===== src/rtl/tx_scheduler.sv =====
// Round-robin packet scheduler feeding the shared UART TX escape stage.
// Each packet is one escaped command byte followed by LEN payload bytes, paced by a guard window.
module tx_scheduler #(
    parameter int unsigned LEN_W        = 8,
    parameter int unsigned GUARD_CYCLES = 2
) (
    input  logic               CLK_I,
    input  logic               RST_NI,
    input  logic [1:0]         REQ_I,
    input  logic [15:0]        CMD_I,
    input  logic [2*LEN_W-1:0] LEN_I,
    input  logic [15:0]        DATA_I,
    input  logic [1:0]         VALID_I,
    output logic [1:0]         ACK_O,
    output logic [1:0]         GNT_O,
    output logic [1:0]         DONE_O,
    output logic               BUSY_O,
    input  logic               TX_READY_I,
    output logic [7:0]         DATA_SEND_O,
    output logic               WRITE_O,
    output logic [7:0]         COMMAND_O,
    output logic               WRITE_COMMAND_O
);

    localparam int unsigned GW = (GUARD_CYCLES < 3) ? 1 : $clog2(GUARD_CYCLES);

    typedef enum logic [2:0] {IDLE, CMD, GUARD, DATA, DONE} state_t;

    state_t           state, state_nxt;
    logic             idx;
    logic             last_grant;
    logic [7:0]       cmd_q;
    logic [LEN_W-1:0] rem_q;
    logic [GW-1:0]    guard_q;

    logic             req_any, pick, valid_g;
    logic             accept_cmd, accept_data, guard_end;
    logic [7:0]       cmd_in, data_in;
    logic [LEN_W-1:0] len_in;

    logic [1:0]       gnt_d, done_d;
    logic             busy_d, write_d, write_cmd_d;
    logic [7:0]       command_d, data_d;

    // Contention goes to the requester that did not win last time.
    assign req_any     = |REQ_I;
    assign pick        = (REQ_I == 2'b11) ? ~last_grant : REQ_I[1];
    assign cmd_in      = pick ? CMD_I[15:8] : CMD_I[7:0];
    assign len_in      = pick ? LEN_I[2*LEN_W-1:LEN_W] : LEN_I[LEN_W-1:0];
    assign data_in     = idx ? DATA_I[15:8] : DATA_I[7:0];
    assign valid_g     = idx ? VALID_I[1] : VALID_I[0];
    assign accept_cmd  = (state == CMD) && TX_READY_I;
    assign accept_data = (state == DATA) && TX_READY_I && valid_g;
    assign guard_end   = (state == GUARD) && (guard_q == GW'(GUARD_CYCLES - 1));
    assign ACK_O       = {accept_data & idx, accept_data & ~idx};

    always_ff @(posedge CLK_I or negedge RST_NI) begin
        if (!RST_NI) state <= IDLE;
        else         state <= state_nxt;
    end

    always_comb begin
        state_nxt = state;
        case (state)
            IDLE:    if (req_any) state_nxt = CMD;
            CMD:     if (TX_READY_I) state_nxt = GUARD;
            GUARD:   if (guard_end) state_nxt = (rem_q != '0) ? DATA : DONE;
            DATA:    if (accept_data) state_nxt = GUARD;
            DONE:    state_nxt = IDLE;
            default: state_nxt = IDLE;
        endcase
    end

    always_comb begin
        gnt_d       = GNT_O;
        done_d      = 2'b00;
        busy_d      = (state_nxt != IDLE);
        write_d     = accept_data;
        write_cmd_d = accept_cmd;
        command_d   = COMMAND_O;
        data_d      = DATA_SEND_O;
        if ((state == IDLE) && req_any) gnt_d = {pick, ~pick};
        if (state == DONE) begin
            gnt_d  = 2'b00;
            done_d = {idx, ~idx};
        end
        if (accept_cmd)  command_d = cmd_q;
        if (accept_data) data_d    = data_in;
    end

    // Packet context: latched at grant so requester changes mid-packet are ignored.
    always_ff @(posedge CLK_I or negedge RST_NI) begin
        if (!RST_NI) begin
            idx        <= 1'b0;
            last_grant <= 1'b1;
            cmd_q      <= '0;
            rem_q      <= '0;
            guard_q    <= '0;
        end else begin
            if ((state == IDLE) && req_any) begin
                idx   <= pick;
                cmd_q <= cmd_in;
                rem_q <= len_in;
            end
            if (accept_data && (rem_q != '0)) rem_q <= rem_q - LEN_W'(1);
            if (accept_cmd || accept_data)             guard_q <= '0;
            else if ((state == GUARD) && !guard_end)   guard_q <= guard_q + GW'(1);
            if (state == DONE) last_grant <= idx;
        end
    end

    always_ff @(posedge CLK_I or negedge RST_NI) begin
        if (!RST_NI) begin
            GNT_O           <= 2'b00;
            DONE_O          <= 2'b00;
            BUSY_O          <= 1'b0;
            WRITE_O         <= 1'b0;
            WRITE_COMMAND_O <= 1'b0;
            COMMAND_O       <= '0;
            DATA_SEND_O     <= '0;
        end else begin
            GNT_O           <= gnt_d;
            DONE_O          <= done_d;
            BUSY_O          <= busy_d;
            WRITE_O         <= write_d;
            WRITE_COMMAND_O <= write_cmd_d;
            COMMAND_O       <= command_d;
            DATA_SEND_O     <= data_d;
        end
    end

endmodule


===== config.mk =====
export PLATFORM = sky130hd
export DESIGN_NAME = tx_scheduler
export DESIGN_NICKNAME = d
export VERILOG_FILES = /design/src/rtl/tx_scheduler.sv
export SDC_FILE = /design/constraint.sdc
export NUM_CORES = 1
export LEC_CHECK = 0
export CAP_MARGIN = 25
export CORE_ASPECT_RATIO = 0.6
export CORE_UTILIZATION = 44
export CTS_BUF_LIST = sky130_fd_sc_hd__clkbuf_16
export DETAILED_ROUTE_END_ITERATION = 6
export PLACE_DENSITY = 0.79
export SLEW_MARGIN = 20
export SYNTH_ARGS = -nofsm -noshare
export SYNTH_HDL_FRONTEND = slang
export SYNTH_SLANG_ARGS = --single-unit
export TNS_END_PERCENT = 50

===== constraint.sdc =====
create_clock -name CLK_I -period 2.9 [get_ports CLK_I]
set_clock_uncertainty 0.2 [all_clocks]
set_input_delay 0.435 -clock CLK_I [delete_from_list [all_inputs] [get_ports CLK_I]]
set_output_delay 0.435 -clock CLK_I [all_outputs]
set_load 0.01 [all_outputs]

# ---- Yosys cells after proc, flatten, opt, wreduce, memory -nomap -nowiden
# Index checks and enable logic that the tools add are counted.
dict set report word_totals {
  out_inout_bits 25
  wordCells 59
  ff_bits 45
  in_bits 55
}
dict set report op_classes {
  reduce_logical 16
  n_addsub 2
  bitwise 5
  muxes 18
  eq_ne 5
}
# op count
set ops {}
lappend ops {{$mux 8} 5}
lappend ops {{$mux 3} 5}
lappend ops {{$pmux 3 s4} 1}
lappend ops {{$reduce_bool 8->1} 1}
lappend ops {{$sub 8x1->8 const B} 1}
lappend ops {{$logic_and 1x1->1} 7}
lappend ops {{$eq 3x2->1 const B} 2}
lappend ops {{$mux 2} 3}
lappend ops {{$reduce_bool 2->1} 3}
lappend ops {{$mux 1} 4}
lappend ops {{$eq 3x1->1 const B} 1}
lappend ops {{$eq 3x3->1 const B} 1}
lappend ops {{$logic_not 3->1} 1}
lappend ops {{$not 1->1} 3}
lappend ops {{$reduce_bool 3->1} 1}
lappend ops {{$and 1x1->1} 2}
lappend ops {{$eq 2x2->1 const B} 1}
lappend ops {{$reduce_or 2->1} 1}
lappend ops {{$add 1x1->1 const B} 1}
lappend ops {{$logic_not 1->1} 1}
lappend ops {{$logic_or 1x1->1} 1}

# ---- Longest topological paths before layout
dict set report depth {
  depth_word 6
  mapped_depth 8
  mapped_depth_nobuf 6
}

# ---- Worst setup path before layout
# Ideal clock, no wire load.
dict set report synth_path {
  path_kind {reg2out}
  startpoint {register idx}
  endpoint {output ACK_O[0]}
  path_stages_with_launch 8
  slack_ns 0.636
  path_buffers 4
  arrival_time_ns 1.629
  required_ns 2.265
  cell_sequence {dfrtp_1 -> buf_4 -> mux2i_1 -> or3b_1 -> clkbuf_2 -> clkbuf_1 -> buf_2 -> nor2_1}
}
dict set report synth_via {
  elab_chain_cells 3
  word_cells_on_any_way 4
  classes_between {mux (1); bitwise (2); reduce/logical (1)}
}
# element line_no
set synth_lines {}
lappend synth_lines {{start, declared} 30} ;# logic idx;
lappend synth_lines {{start signal, assigned} 101} ;# idx <= pick;
lappend synth_lines {{$mux 1} 51} ;# assign valid_g = idx ? VALID_I[1] : VALID_I[0];
lappend synth_lines {{$logic_and 1x1->1} 53} ;# assign accept_data = (state == DATA) && TX_READY_I && valid_g;
lappend synth_lines {{$and 1x1->1 (*)} 55} ;# assign ACK_O = {accept_data & idx, accept_data & ~idx};
lappend synth_lines {{end, declared} 14} ;# output logic [1:0] ACK_O,
# Every way passes the cells marked *; elsewhere a longest branch is shown, timed or not.

# ---- Worst setup path after layout
dict set report layout_path {
  startpoint {input TX_READY_I}
  endpoint {output ACK_O[0]}
}
dict set report layout_via {
  elab_chain_cells 3
}
# element line_no
set layout_lines {}
lappend layout_lines {{start, declared} 18} ;# input logic TX_READY_I,
lappend layout_lines {{$logic_and 1x1->1 (2 in a row)} 53}
lappend layout_lines {{$and 1x1->1} 55}
# Every way passes these cells.

==> results.yml <==
timing:
  clock.fmax_mhz: 360
  setup_viol: 0
  rsz0062_at_grt: "no"
  post-route-period-util_pct: 95.9
  tightest_slew_ps: 672
  tns_ps: 0
  hold_viol: 0
  report.final.slew_viol_count: 0
  setup_slack_ps: 118
  maxSlewHeadroom_pct: 55.2
  period_minus_slack_ps: 2780
grt:
  grt_overflow: 0
  antenna_found_initial: 0
  grt_pass1_vias: 1800
  grt_util_all_layers_pct: 21.8
  grt_pass1_wl_um: 8760
  grt_start_max_net_pins: 46
power:
  seq_power_share_pct: 42.3
  p_per_area_nw_per_um2: 624
  clkPwrFrac_pct: 25.6
  swShare_pct: 30.2
  power_switching_mw: 0.622
  combPwrFrac_pct: 32.0
  power.leakage_nw: 1.46
  ir_drop_uv: 355
  p_int_mw: 1.44
logic_synthesis:
  synth_top_cell_area_share_pct: 50.0
  synth_common_cells: "44 x dfrtp_1, 24 x o21ai_0, 23 x mux2i_1, 23 x nand2_1, 11 x nor2_1"
  synth_area_leaders: "dfrtp_1 50%, mux2i_1 10%, o21ai_0 5.5%, mux2_2 4.6%, nand2_1 3.9%"
  syn_nets: 263
  yosysMostFrequentCell: "dfrtp_1"
  synth.largest_area_cell: "dfrtp_1"
  syn_area_um2: 2200
  synth_edf_count: 0
  yosys_warnings: 0
  synth.avg_cell_area_um2: 10.6
  synth_flop_cell: "dfrtp_1"
  synth_cells: 207
  synth-async-reset-ratio_pct: 100
  synth.distinct_cells: 45
  ys_ff_latch: 45
  ys_seq_area_share_pct: 51.2
routing:
  num_vias: 1963
  drc: 0
  postRouteAntennaNets: 0
  dr.pass1.iters: 4
  via_per_inst: 5.44
  drtIter0Drc: 86
  routed_wl_um: 5390
  avgRoutedWirePerCell_um: 14.9
critical_path:
  endpoint_kind: "output port"
  reg2reg_depth: 6
  critical_path_class: "in2out"
  arrival_ps: 2150
  r2r_start: "rem_q[0]"
  cp.required_ps: 2270
  r2r_end: "rem_q[2]"
  rrSetupSlack_ps: 440
  crit_path_start: "TX_READY_I"
  crit_path_end: "ACK_O[0]"
  crit_fanout: 4
  critPathLaunchType: "input pin"
clock_network:
  cts_root_buf: "clkbuf_16"
  cts_buffers: 5
  tritoncts: "yes"
  cts_setup_buffers: 0
  cts_buffer_depth: 2
  insertion_delay_ps: 280
  cts.sinks: 45
  cts.clk_slew.worst_paths_ps: 60
  cts.htree.levels: 2
outcome:
  status: "finished clean"
floorplan:
  die_y_um: 56.8
  core_um2: 4680
  row_count: 19
  start_util_pct: 47.0
  fp.dieArea_um2: 5300
  ioPinCount: 80
  die_w_um: 93.3
worst_hold_path:
  hold_path.class: "reg2reg"
place:
  dp_hpwl_um: 3850
  routabilityCongestion: 0.855
  pre_cts_slack_ps: 16.6
  port_buffers: 79
run:
  cap_violations: 0
cells_and_area:
  fin_nets: 353
  nFillCells: 357
  area_growth_syn_to_layout_pct: 49.8
  n_antenna_cell: 0
  drive_above_1_share_pct: 13.4
[per-stage QoR]
stage | area, µm² | instances | hold slack (ps) | utilization [%] | power, mW
after floorplan | 2200 | 207 | -60.6 | - | 1.20
after global placement | 3120 | 351 | 259 | 66.7 | 1.50
after detailed placement | 3120 | 351 | 270 | 66.7 | 1.52
after CTS | 3260 | 359 | 144 | 69.7 | 2.06
after global routing | 3300 | 361 | 303 | 70.4 | 2.18
final | 3300 | 361 | 275 | 70.4 | 2.06
[critical path, cell delays in order]
cell	delay, ps
clkdlybuf4s50_1	510
nand3b_1	110
or3b_4	430
nor2_1	110
clkdlybuf4s50_1	550
[flip-flops by register name, summed over array words and instances, names as in the netlist]
register,cells
GNT_O,2
state,3
DATA_SEND_O,8
rem_q,8
BUSY_O,1
WRITE_COMMAND_O,1
COMMAND_O,8
guard_q,1
DONE_O,2
last_grant,1
cmd_q,8
WRITE_O,1
idx,1
[power groups by stage]
stage	sequential [mW]	clock (mW)	combinational (mW)
finish	0.871	0.527	0.659
global route	0.890	0.564	0.724
CTS	0.869	0.541	0.654
detailed placement	0.878	0	0.642
global placement	0.874	0	0.626
floorplan	0.889	0	0.308
[repair_timing]
item	CTS	global route
hold endpoints to repair	0	10
hold buffers	0	1
setup endpoints to repair	0	2
gates resized for setup	0	2
[per-layer routing]
| metal | vias up | routed length (µm) | track usage, % |
|---|---|---|---|
| met5 | - | 0 | 0 |
| met4 | 0 | 114 | 8.35 |
| met3 | 15 | 462 | 5.15 |
| met2 | 96 | 2250 | 31.7 |
| met1 | 916 | 2570 | 31.6 |
| li1 | 936 | - | - |
[layout make-up]
type                    count  area, µm²  area share (%)
clock buffers               5        125            3.80
clock inverters             3       12.5           0.380
inverters                   4       15.0           0.455
multi-input cells         145       1010            30.6
flip-flops and latches     45       1130            34.2
well taps                  63       78.8            2.39
repair buffers             96        931            28.2
[how the worst min path moves through the flow]
stage                     depth (start not counted)  slack (ps)  startpoint       end
after floorplan                                   0         -60      RST_NI    BUSY_O
after global placement                            2         260    cmd_q[7]  cmd_q[7]
after detailed placement                          2         270    cmd_q[3]  cmd_q[3]
after CTS                                         1         140      RST_NI    BUSY_O
after global routing                              2         300    cmd_q[3]  cmd_q[3]
final                                             2         270    cmd_q[5]  cmd_q[5]
[kinds of logic after synthesis]
family | synth area share [%]
muxes | 15.1
buffers and inverters | 3.30
xor gates and xnor gates | 0.398
and+or+nand+nor | 13.2
DFF | 51.2
adders and majority gates | 0.568
AOI/OAI and AO/OA | 16.2
[placed cells by master, fill, tap and decap left out, types with 3 or more instances in the layout]
cell type,instances
mux2i_1,23
dfrtp_1,44
nor2_1,11
clkbuf_16,5
buf_4,15
or4_1,3
o211ai_1,6
inv_1,5
nand2_1,23
o21ai_0,24
a21oi_1,7
nor3_1,3
mux2_2,9
o311a_1,3
clkdlybuf4s50_1,77
No activity file was read; power rests on OpenSTA's default activity.
